<file path="src/rtl/rs232_ep_arb.sv">
// Round-robin arbiter copying one of two capture buffers into a USB IN endpoint.
// Define RS232_ARB_HDR_EN to prefix each transfer with a {channel, sequence} header byte.
module rs232_ep_arb #(
    parameter int          PAYLOAD_LEN = 256,
    parameter logic [15:0] ACK_TIMEOUT = 16'd50000
) (
    input  logic       clk,
    input  logic       reset,
    input  logic [1:0] req,
    output logic [1:0] grant,
    output logic [1:0] done,
    output logic [8:0] rd_addr,
    input  logic [7:0] rd_data,
    output logic [8:0] buf_in_addr,
    output logic [7:0] buf_in_data,
    output logic       buf_in_wren,
    input  logic       buf_in_ready,
    output logic       buf_in_commit,
    output logic [9:0] buf_in_commit_len,
    input  logic       buf_in_commit_ack,
    output logic       timeout_err
);

`ifdef RS232_ARB_HDR_EN
    localparam int OFFSET = 1;
`else
    localparam int OFFSET = 0;
`endif

    localparam logic [8:0]  LAST_IDX   = 9'(PAYLOAD_LEN - 1);
    localparam logic [8:0]  ADDR_OFF   = 9'(OFFSET);
    localparam logic [9:0]  COMMIT_LEN = 10'(PAYLOAD_LEN + OFFSET);
    localparam logic [15:0] TO_LAST    = ACK_TIMEOUT - 16'd1;

    typedef enum logic [2:0] {
        ST_IDLE, ST_ARB, ST_WAIT_RDY, ST_RD, ST_WR, ST_COMMIT, ST_WAIT_ACK, ST_DONE
    } state_t;

    state_t      state_q, state_d;
    logic        ready_s1, ready_s2;
    logic        ack_s1, ack_s2, ack_s3;
    logic        ack_rise;
    logic [1:0]  grant_q;
    logic [1:0]  arb_pick;
    logic        last_ch;
    logic [8:0]  byte_cnt;
    logic [15:0] to_cnt;
    logic        hdr_pending;
    logic [7:0]  hdr_byte;

    // NOTE: flops take <= so every register samples the pre-edge value of its neighbour.
    always_ff @(posedge clk or posedge reset) begin
        if (reset) begin
            ready_s1 <= 1'b0;
            ready_s2 <= 1'b0;
            ack_s1   <= 1'b0;
            ack_s2   <= 1'b0;
            ack_s3   <= 1'b0;
        end else begin
            ready_s1 <= buf_in_ready;
            ready_s2 <= ready_s1;
            ack_s1   <= buf_in_commit_ack;
            ack_s2   <= ack_s1;
            ack_s3   <= ack_s2;
        end
    end

    assign ack_rise = ack_s2 & ~ack_s3;

    // On a tie, serve the channel that was not served last.
    always_comb begin
        arb_pick = 2'b00;
        case (req)
            2'b01:   arb_pick = 2'b01;
            2'b10:   arb_pick = 2'b10;
            2'b11:   arb_pick = last_ch ? 2'b01 : 2'b10;
            default: arb_pick = 2'b00;
        endcase
    end

`ifdef RS232_ARB_HDR_EN
    logic [6:0] seq0_q, seq1_q;

    assign hdr_byte = {grant_q[1], grant_q[1] ? seq1_q : seq0_q};

    always_ff @(posedge clk or posedge reset) begin
        if (reset) begin
            hdr_pending <= 1'b0;
            seq0_q      <= 7'd0;
            seq1_q      <= 7'd0;
        end else begin
            case (state_q)
                ST_IDLE: hdr_pending <= 1'b1;
                ST_WR:   hdr_pending <= 1'b0;
                ST_DONE: begin
                    if (grant_q[1]) seq1_q <= seq1_q + 7'd1;
                    else            seq0_q <= seq0_q + 7'd1;
                end
                default: ;
            endcase
        end
    end
`else
    assign hdr_pending = 1'b0;
    assign hdr_byte    = 8'h00;
`endif

    always_ff @(posedge clk or posedge reset) begin
        if (reset) state_q <= ST_IDLE;
        else       state_q <= state_d;
    end

    // NOTE: every output and next-state value is defaulted first so no latch is inferred.
    always_comb begin
        state_d           = state_q;
        done              = 2'b00;
        buf_in_wren       = 1'b0;
        buf_in_addr       = 9'd0;
        buf_in_data       = 8'h00;
        buf_in_commit     = 1'b0;
        buf_in_commit_len = 10'd0;
        case (state_q)
            ST_IDLE:     if (req != 2'b00) state_d = ST_ARB;
            ST_ARB:      state_d = ST_WAIT_RDY;
            ST_WAIT_RDY: if (ready_s2) state_d = ST_RD;
            ST_RD:       state_d = ST_WR;
            ST_WR: begin
                buf_in_wren = 1'b1;
                if (hdr_pending) begin
                    buf_in_data = hdr_byte;
                    state_d     = ST_RD;
                end else begin
                    buf_in_addr = byte_cnt + ADDR_OFF;
                    buf_in_data = rd_data;
                    state_d     = (byte_cnt == LAST_IDX) ? ST_COMMIT : ST_RD;
                end
            end
            ST_COMMIT: begin
                buf_in_commit     = 1'b1;
                buf_in_commit_len = COMMIT_LEN;
                state_d           = ST_WAIT_ACK;
            end
            ST_WAIT_ACK: if (ack_rise || to_cnt == TO_LAST) state_d = ST_DONE;
            ST_DONE: begin
                done    = grant_q;
                state_d = ST_IDLE;
            end
            default: state_d = ST_IDLE;
        endcase
    end

    always_ff @(posedge clk or posedge reset) begin
        if (reset) begin
            grant_q     <= 2'b00;
            last_ch     <= 1'b1;
            byte_cnt    <= 9'd0;
            to_cnt      <= 16'd0;
            timeout_err <= 1'b0;
        end else begin
            case (state_q)
                ST_IDLE: begin
                    grant_q  <= arb_pick;
                    byte_cnt <= 9'd0;
                end
                ST_WR: begin
                    if (!hdr_pending && byte_cnt != LAST_IDX) byte_cnt <= byte_cnt + 9'd1;
                end
                ST_COMMIT: to_cnt <= 16'd0;
                ST_WAIT_ACK: begin
                    if (!ack_rise) begin
                        if (to_cnt == TO_LAST) timeout_err <= 1'b1;
                        else                   to_cnt <= to_cnt + 16'd1;
                    end
                end
                ST_DONE: begin
                    grant_q  <= 2'b00;
                    last_ch  <= grant_q[1];
                    byte_cnt <= 9'd0;
                end
                default: ;
            endcase
        end
    end

    assign grant   = grant_q;
    assign rd_addr = byte_cnt;

endmodule

</file>
<file path="config.mk">
export PLATFORM = sky130hd
export DESIGN_NAME = rs232_ep_arb
export DESIGN_NICKNAME = d
export VERILOG_FILES = /design/src/rtl/rs232_ep_arb.sv
export SDC_FILE = /design/constraint.sdc
export NUM_CORES = 1
export LEC_CHECK = 0
export BUFFER_PORTS_ARGS = -buffer_cell sky130_fd_sc_hd__buf_2
export CAP_MARGIN = 25
export CELL_PAD_IN_SITES_DETAIL_PLACEMENT = 1
export CELL_PAD_IN_SITES_GLOBAL_PLACEMENT = 2
export CORE_MARGIN = 2
export CORE_UTILIZATION = 29
export DETAILED_ROUTE_END_ITERATION = 8
export PLACE_DENSITY = 0.84
export SYNTH_ARGS = -nofsm -noshare
export SYNTH_HDL_FRONTEND = slang
export SYNTH_SLANG_ARGS = --single-unit
</file>
<file path="constraint.sdc">
create_clock -name clk -period 2.2 [get_ports clk]
set_input_delay 0.44 -clock clk [delete_from_list [all_inputs] [get_ports clk]]
set_output_delay 0.44 -clock clk [all_outputs]
set_load 0.02 [all_outputs]
</file>
==> results of run 1 <==
-- layout by cell type, fill, tap and decap left out, types with 2 or more instances in the layout --
cell / n
ha_1: 3
nand4_1: 13
o21ai_0: 3
a21oi_1: 7
nor3_1: 7
clkbuf_8: 5
nor2b_1: 4
nand3b_1: 3
dfrtp_1: 36
a32o_1: 2
nand3_1: 8
xnor2_1: 3
a211o_1: 3
nor2_1: 17
conb_1: 9
nand2b_1: 2
and2_1: 21
inv_6: 2
a211oi_1: 4
buf_4: 12
and3_1: 6
nand2_1: 22
buf_2: 47
xor2_1: 4
inv_1: 9
o2bb2ai_1: 2
a31oi_1: 2
mux2i_1: 10
-- sequential cells by signal, indices dropped and copies added (netlist names) --
signal	flops
rd_addr	9
ack_s2	1
grant	2
ack_s3	1
ready_s1	1
timeout_err	1
ready_s2	1
to_cnt	16
ack_s1	1
last_ch	1
state_q	3
-- cell families after synthesis --
group / synth area share
simple gates: 0.307
xor+xnor: 0.0282
compound gates: 0.0933
mux: 0.0461
flops: 0.427
other cells: 0.00173
buf+inv: 0.0794
fa+ha+maj: 0.0173
-- layer usage --
metal,vias up,part of all wire
met5,-,0
met4,0,0.019
met3,12,0.035
met2,39,0.50
met1,928,0.45
li1,893,-
-- worst register-to-register path, stage by stage (launching register included) --
cell and delay, ps:
dfrtp_1 440, ha_1 250, nand3_1 90, nor2_1 40
ha_1 240, a211o_1 320, a211oi_1 290, xnor2_1 150
nor2_1 50
-- final timing paths --
| check | end | slack [ps] | depth (start not counted) |
|---|---|---|---|
| max in group asynchronous | last_ch | 1590 | 3 |
| worst max-delay path | buf_in_addr[7] | 190 | 4 |
| worst min-delay path | ack_s1 | 230 | 1 |
| min in group asynchronous | state_q[2] | 250 | 3 |
| worst max register to register | rd_addr[7] | 190 | 8 |
| worst min register to register | ack_s2 | 360 | 0 |
-- power by group through the flow --
| stage | sequential, W | combinational [W] | clock [W] |
|---|---|---|---|
| floorplan | 0.000923 | 0.000668 | 0 |
| global placement | 0.000946 | 0.000876 | 0 |
| detailed placement | 0.000956 | 0.000898 | 0 |
| CTS | 0.000943 | 0.000902 | 0.000546 |
| global route | 0.000963 | 0.000977 | 0.000577 |
| finish | 0.000940 | 0.000883 | 0.000519 |
-- per-stage QoR --
| step | cell area, um2 | hold slack, ps | cells |
|---|---|---|---|
| finish | 2610 | 234 | 384 |
| global route | 2610 | 221 | 384 |
| CTS | 2610 | 222 | 384 |
| detailed placement | 2510 | 336 | 376 |
| global placement | 2510 | 333 | 376 |
| floorplan | 2200 | 331 | 238 |
-- cell type report --
class	count	area, um2
clock buffers	5	68.8
clock inverters	3	25.0
fillers	882	4650
inverters	9	33.8
multi-input cells	172	1100
flip-flops and latches	37	927
well taps	99	124
repair buffers	59	325
==> results.md, run 1 <==
* Area Overhead vs Synth at 20.0%
* Max-Cap Viols at 0
* Largest stage delay on the critical path at 520 ps
* Worst setup margin at 193 ps
* Top FF cell, synth: dfrtp_1
* PwrDens at 898 nW/um2
* Crit path buf inv count at 2
* Number of global-route vias before repair at 1889
* WS Path Type: register to output port
* Clk Latency, worst-skew pair at 300 ps
* Met3 global-route usage at 0.0292
* Post-CTS setup buffers at 0
* Leak at 1.31 nW
* Hold_sp: buf_in_commit_ack
* Worst-margin pin slew at 501 ps
* CTS sink cnt at 37
* Wire per inst at 14.0 um
* Clock Pin Slew Worst Setup and Hold Paths at 90 ps
* Grt met1 use at 0.176
* Initial core utilization at 0.300
* Worst R2R Start: rd_addr[1]
* # setup viols final at 0
* Max Freq at 498 MHz
* EDFF count, synth at 0
* Post-Synthesis Cells at 230
* Worst EP arrival at 1570 ps
* TritonCTS clock tree: yes
* Worst vdd ir at 0.461 mV
* Port bufs at 47
* Hold Crit Class: input pin to register
* Hpwl dp at 3930 um
* Setup crit end kind: output port
* Top-count cell post-synth: dfrtp_1
* Yosys reg bits at 37
* Final Cycle Share at 0.912
* DRC Markers at 0
* DRT Wirelength at 5370 um
* Via count at 1872
* Clock Tree Root: clkbuf_8
* Syn_area_per_cell at 9.45 um2
* Worst-path fanout max at 18
* Total CTS buffers at 5
* Grt met2 use at 0.233
* Final Max Slew Viols at 0
* Synth area leader: dfrtp_1
* TNS Setup at 0 ps
* RSZ-0062 raised after global routing: false
* Global-route usage over all layers at 0.139
* Cell family with the largest share of critical-path delay: flip-flops
* First-pass GRT wire length at 9300 um
* CTS resizes at 0
* Sw Pwr at 0.000984 W
* Fin crit period at 2010 ps
* Cell Area, Synth at 2170 um2
* Total power at 0.00234 W
* GRT Max-Usage Layer: met2
* Initial antenna violation count at 0
* Antenna viol nets, final at 0
* Outcome: finished clean
* CP Launch Type: register
* Flop pwr share at 0.401
* Post-Place Worst Slack at 172 ps
* Via-per-instance ratio at 4.88
* Clock share of power at 0.222
* I/O pin count at 57
* Die X at 90.6 um
* Combinational power share at 0.377
* Drt pass-1 iters at 4
* Top-area cell type share of the netlist area at 0.415
* Final Skew at 11.5 ps
* Fin nets at 301
* Top post-synthesis cells by count: 36 x dfrtp_1, 22 x nand2_1, 21 x and2_1
* Fin. Hold Viols at 0
* Die area at 8200 um2
* Pin count of the biggest net entering global routing at 38
* Synth warnings at 0
* Post-synth cell types at 46
* GRT overflow at 0
* Cts-stage hold buffer count at 0
* Final Core Density at 0.359
* Antenna diode count at 0
* FFs w/ async S/R, synth at 1.00
* Seq/Total Area, Yosys at 0.427
* # rows at 31
* Die H at 90.6 um
* Slowest-stage cell, CP: dfrtp_1
* CP Launch Point: state_q[0]
* Slew margin rel. at 0.666
* Cell-internal power at 0.00136 W
* Crit path required time at 1760 ps
* Share of layout cells above drive strength 1 at 0.263
* Switching part of the total at 0.420
* Top cells by area, synth: dfrtp_1 41%, and2_1 6.0%, mux2i_1 4.6%
* # H-tree levels at 2
* DR iter-0 viols at 44
* RePlAce Congestion at 0.774
* Clock buffer depth at 2
* Core Box Area at 7250 um2
* Critical path cell sequence: nor3b_2 > buf_4 > and2_1 > buf_2
(Power assumes the default switching activity.)
==> run 2, diff against run 1 <==
MAX_ROUTING_LAYER = met4   (was unset)
==> run 2 against run 1 <==
Against the previous run:
- die area did not move
- design area did not move
- sequential share of layout area did not move
- via count fell by 0.91%
- worst setup slack got worse by 1.5 ps
==> results.md, run 2 (synthesized netlist as in run 1, its figures left out) <==
* Outcome: finished clean
* Clk Latency, worst-skew pair at 300 ps
* Core Box Area at 7250 um2
* Fin. Hold Viols at 0
* I/O pin count at 57
* Fillers at 882
* PwrDens at 899 nW/um2
* Hpwl dp at 3930 um
* Worst-path fanout max at 18
* Area Overhead vs Synth at 20.0%
* Clock Tree Root: clkbuf_8
* Number of global-route vias before repair at 1887
* Reg with most FFs: to_cnt
* Pin count of the biggest net entering global routing at 38
* Hold Crit Class: input pin to register
* RSZ-0062 raised after global routing: false
* Crit path required time at 1760 ps
* Final Max Slew Viols at 0
* WS Path Type: register to output port
* Leak at 1.31 nW
* Final Cycle Share at 0.913
* TritonCTS clock tree: yes
* Max Freq at 498 MHz
* Max reg flops at 16
* Via count at 1855
* Final Core Density at 0.359
* Global-route usage over all layers at 0.144
* CTS sink cnt at 37
* DR iter-0 viols at 68
* First-pass GRT wire length at 9320 um
* Total power at 0.00234 W
* Antenna viol nets, final at 0
* Die area at 8200 um2
* RePlAce Congestion at 0.785
* FF+latch area at 927 um2
* DRC Markers at 0
* GRT overflow at 0
* Port bufs at 47
* Most common cell after layout, fill and taps aside: buf_2
* Fin crit period at 2010 ps
* Drt pass-1 iters at 4
* Cts-stage hold buffer count at 0
* WHS at 232 ps
* Worst vdd ir at 0.460 mV
* # setup viols final at 0
* Die H at 90.6 um
* Initial antenna violation count at 0
* Clock Pin Slew Worst Setup and Hold Paths at 90 ps
* Most frequent cells in the layout: 47 x buf_2, 36 x dfrtp_1, 22 x nand2_1
* Wire per inst at 13.9 um
* Antenna diode count at 0
* Share of layout cells above drive strength 1 at 0.263
* DRT Wirelength at 5340 um
* Max-Cap Viols at 0
* Via-per-instance ratio at 4.83
* Die X at 90.6 um
* Worst EP arrival at 1570 ps
* Total CTS buffers at 5
* # rows at 31
* Post-CTS setup buffers at 0
* Fin nets at 301
* CTS resizes at 0
* CP Launch Type: register
* Area of the multi-input gates at 1100 um2
* Initial core utilization at 0.300
* TNS Setup at 0 ps
* Final Skew at 12.6 ps
* Clock buffer depth at 2
* Setup crit end kind: output port
* # H-tree levels at 2
-- run 2: cell counts in the layout (fill, tap and decap cells not counted) --
Identical to the previous run, type by type.
-- run 2: metal layers --
metal / GRT usage / routed length (um)
met5: - / 0
met2: 0.232 / 2650
met1: 0.178 / 2410
met4: 0.0538 / 97
met3: 0.0284 / 180
-- run 2: area by class of cell --
class                   count  share of cell area
multi-input cells         172               0.423
clock buffers               5              0.0264
repair buffers             59               0.125
flip-flops and latches     37               0.356
well taps                  99              0.0475
clock inverters             3             0.00960
inverters                   9              0.0130
-- run 2: worst max-delay path: stages (launching register included) --
cell and delay, ps:
dfrtp_1 520, nor3b_2 220, buf_4 220, and2_1 140
buf_2 160
-- run 2: final timing paths --
path / start / to / slack, ps / depth (start not counted)
setup / recovery: state_q[0] / buf_in_addr[7] / 190 / 4
hold / removal: buf_in_ready / ready_s1 / 230 / 1
setup reg to reg: rd_addr[1] / rd_addr[7] / 190 / 8
hold reg to reg: ack_s1 / ack_s2 / 360 / 0
max in group asynchronous: reset / last_ch / 1600 / 3
min in group asynchronous: reset / state_q[2] / 240 / 3
-- run 2: through the flow --
step	setup WS (ps)	area [um2]	instances
6_report	192	2610	384
3_5_place_dp	172	2510	376
2_1_floorplan	209	2200	238
5_1_grt	31.4	2610	384
3_3_place_gp	263	2510	376
4_1_cts	159	2610	384
-- run 2: power by group --
group	leakage [nW]	switching [W]	internal [W]
Clock	0.0452	0.000289	0.000231
Sequential	0.490	0.000154	0.000786
Combinational	0.778	0.000543	0.000341
==> run 3, diff against run 2 <==
CORE_MARGIN = 3   (was 2)
==> run 3 against run 2 <==
Against the previous run:
- sequential share of layout area is 0.051 points higher
- routed wire length is 2.4% higher
- global-route usage is 0.51 points lower
- register-to-register slack hardly changed
- critical path depth stayed put
- clock power is 6.9% lower
- clock skew is 8.6 ps lower
- non-clock buffer count is 1 higher
- critical endpoint is now buf_in_data[3]
==> results.md, run 3 (synthesized netlist as in run 1, its figures left out) <==
* Pin count of the biggest net entering global routing at 22
* CP Launch Type: register
* Largest stage delay on the critical path at 520 ps
* Worst R2R Path Depth at 8
* Fin nets at 302
* Worst-path fanout max at 18
* Fillers at 859
* Max-Cap Viols at 0
* DR iter-0 viols at 75
* Die X at 92.6 um
* Met2 WL at 2740 um
* First-pass GRT wire length at 9250 um
* Max Freq at 499 MHz
* CTS resizes at 0
* WS Path Type: register to output port
* # rows at 30
* Port bufs at 47
* Worst vdd ir at 0.505 mV
* RePlAce Congestion at 0.813
* Post-CTS setup buffers at 0
* RSZ-0062 raised after global routing: false
* I/O pin count at 57
* TNS Setup at 0 ps
* Final Skew at 3.94 ps
* Area Overhead vs Synth at 19.8%
* # H-tree levels at 2
* DRT Wirelength at 5470 um
* Wire per inst at 14.3 um
* Leak at 1.32 nW
* Core Box Area at 7020 um2
* PwrDens at 890 nW/um2
* Global-route usage over all layers at 0.138
* GRT overflow at 0
* # setup viols final at 0
* Setup crit end kind: output port
* Max reg flops at 16
* Clock buffer depth at 2
* Final instance area at 2600 um2
* Die H at 92.6 um
* Initial antenna violation count at 0
* R2r setup slk at 200 ps
* Die area at 8570 um2
* Crit path required time at 1760 ps
* Area after DPL at 2520 um2
* TritonCTS clock tree: yes
* Via-per-instance ratio at 4.82
* Share of layout cells above drive strength 1 at 0.266
* Hpwl dp at 3960 um
* Number of global-route vias before repair at 1841
* Fin. Hold Viols at 0
* Clk Latency, worst-skew pair at 300 ps
* Drt pass-1 iters at 4
* Critical path cell sequence: nor3b_2 > buf_4 > and2_1 > buf_2
* Slowest-stage cell, CP: dfrtp_1
* Initial core utilization at 0.310
* Most common cell after layout, fill and taps aside: buf_2
* Fin crit period at 2000 ps
* Cts-stage hold buffer count at 0
* Post-Place Worst Slack at 212 ps
* Most frequent cells in the layout: 47 x buf_2, 36 x dfrtp_1, 22 x nand2_1
* Outcome: finished clean
* Dpl cells at 374
* Reg with most FFs: to_cnt
* Met3 WL at 197 um
* Clock Pin Slew Worst Setup and Hold Paths at 80 ps
* Final Cycle Share at 0.910
* FF-to-FF End: rd_addr[7]
* Max layer used: met4
* Worst EP arrival at 1560 ps
* Antenna diode count at 0
* Via count at 1841
* Antenna viol nets, final at 0
* Worst setup margin at 198 ps
* DRC Markers at 0
* Worst R2R Start: rd_addr[1]
* Final Max Slew Viols at 0
* Total CTS buffers at 5
* CTS sink cnt at 37
* Hold Crit Class: input pin to async pin
* Post-Route M1 WL at 2470 um
* Non-Filler Instances at 382
* Clock Tree Root: clkbuf_8
[run 3: cell count changes in the layout (fill, tap and decap cells not counted)]
cell,change
clkinv_2,+2
inv_6,-2
buf_4,+1
[run 3: metal layers]
metal,up-vias,GRT usage
met5,-,-
met4,0,0.0396
met3,5,0.0390
met2,35,0.213
met1,905,0.178
li1,896,-
[run 3: cell type report]
type                       count  area [um2]  share of cell area
clock buffer                   5        68.8              0.0264
tap                           96         120              0.0461
timing repair buffer          60         333               0.128
sequential                    37         927               0.356
clock inverter                 3        17.5             0.00673
inverter                       9        33.8              0.0130
multi-input combinational    172        1100               0.424
[run 3: power by group]
| group | switching [W] | leakage [nW] | internal (W) | total, W |
|---|---|---|---|---|
| Clock | 0.000265 | 0.0439 | 0.000219 | 0.000484 |
| Sequential | 0.000155 | 0.490 | 0.000786 | 0.000941 |
| Combinational | 0.000551 | 0.783 | 0.000342 | 0.000893 |
[run 3: through the flow]
stage,util,power (W),hold slack [ps]
after detailed placement,0.359,0.00185,336
after global placement,0.359,0.00183,333
after CTS,0.371,0.00236,172
after floorplan,-,0.00159,331
final,0.371,0.00232,165
after global routing,0.371,0.00251,191
[run 3: worst max-delay path, delay by kind of cell, from the launching register on]
family                 cells  cell delay, ps
flip-flops                 1             520
buffers and inverters      2             380
AND/OR/NAND/NOR            2             370
[run 3: worst max-delay path by stage]
stage                     end  slack [ps]  startpoint  depth (start not counted)
2_1_floorplan      rd_addr[5]         210  rd_addr[0]                          8
3_3_place_gp       rd_addr[5]         270  rd_addr[1]                          8
3_5_place_dp       rd_addr[5]         210  rd_addr[1]                          8
4_1_cts        buf_in_data[3]         160  state_q[0]                          4
5_1_grt            rd_addr[5]          30  rd_addr[1]                          8
6_report       buf_in_data[3]         200  state_q[0]                          4
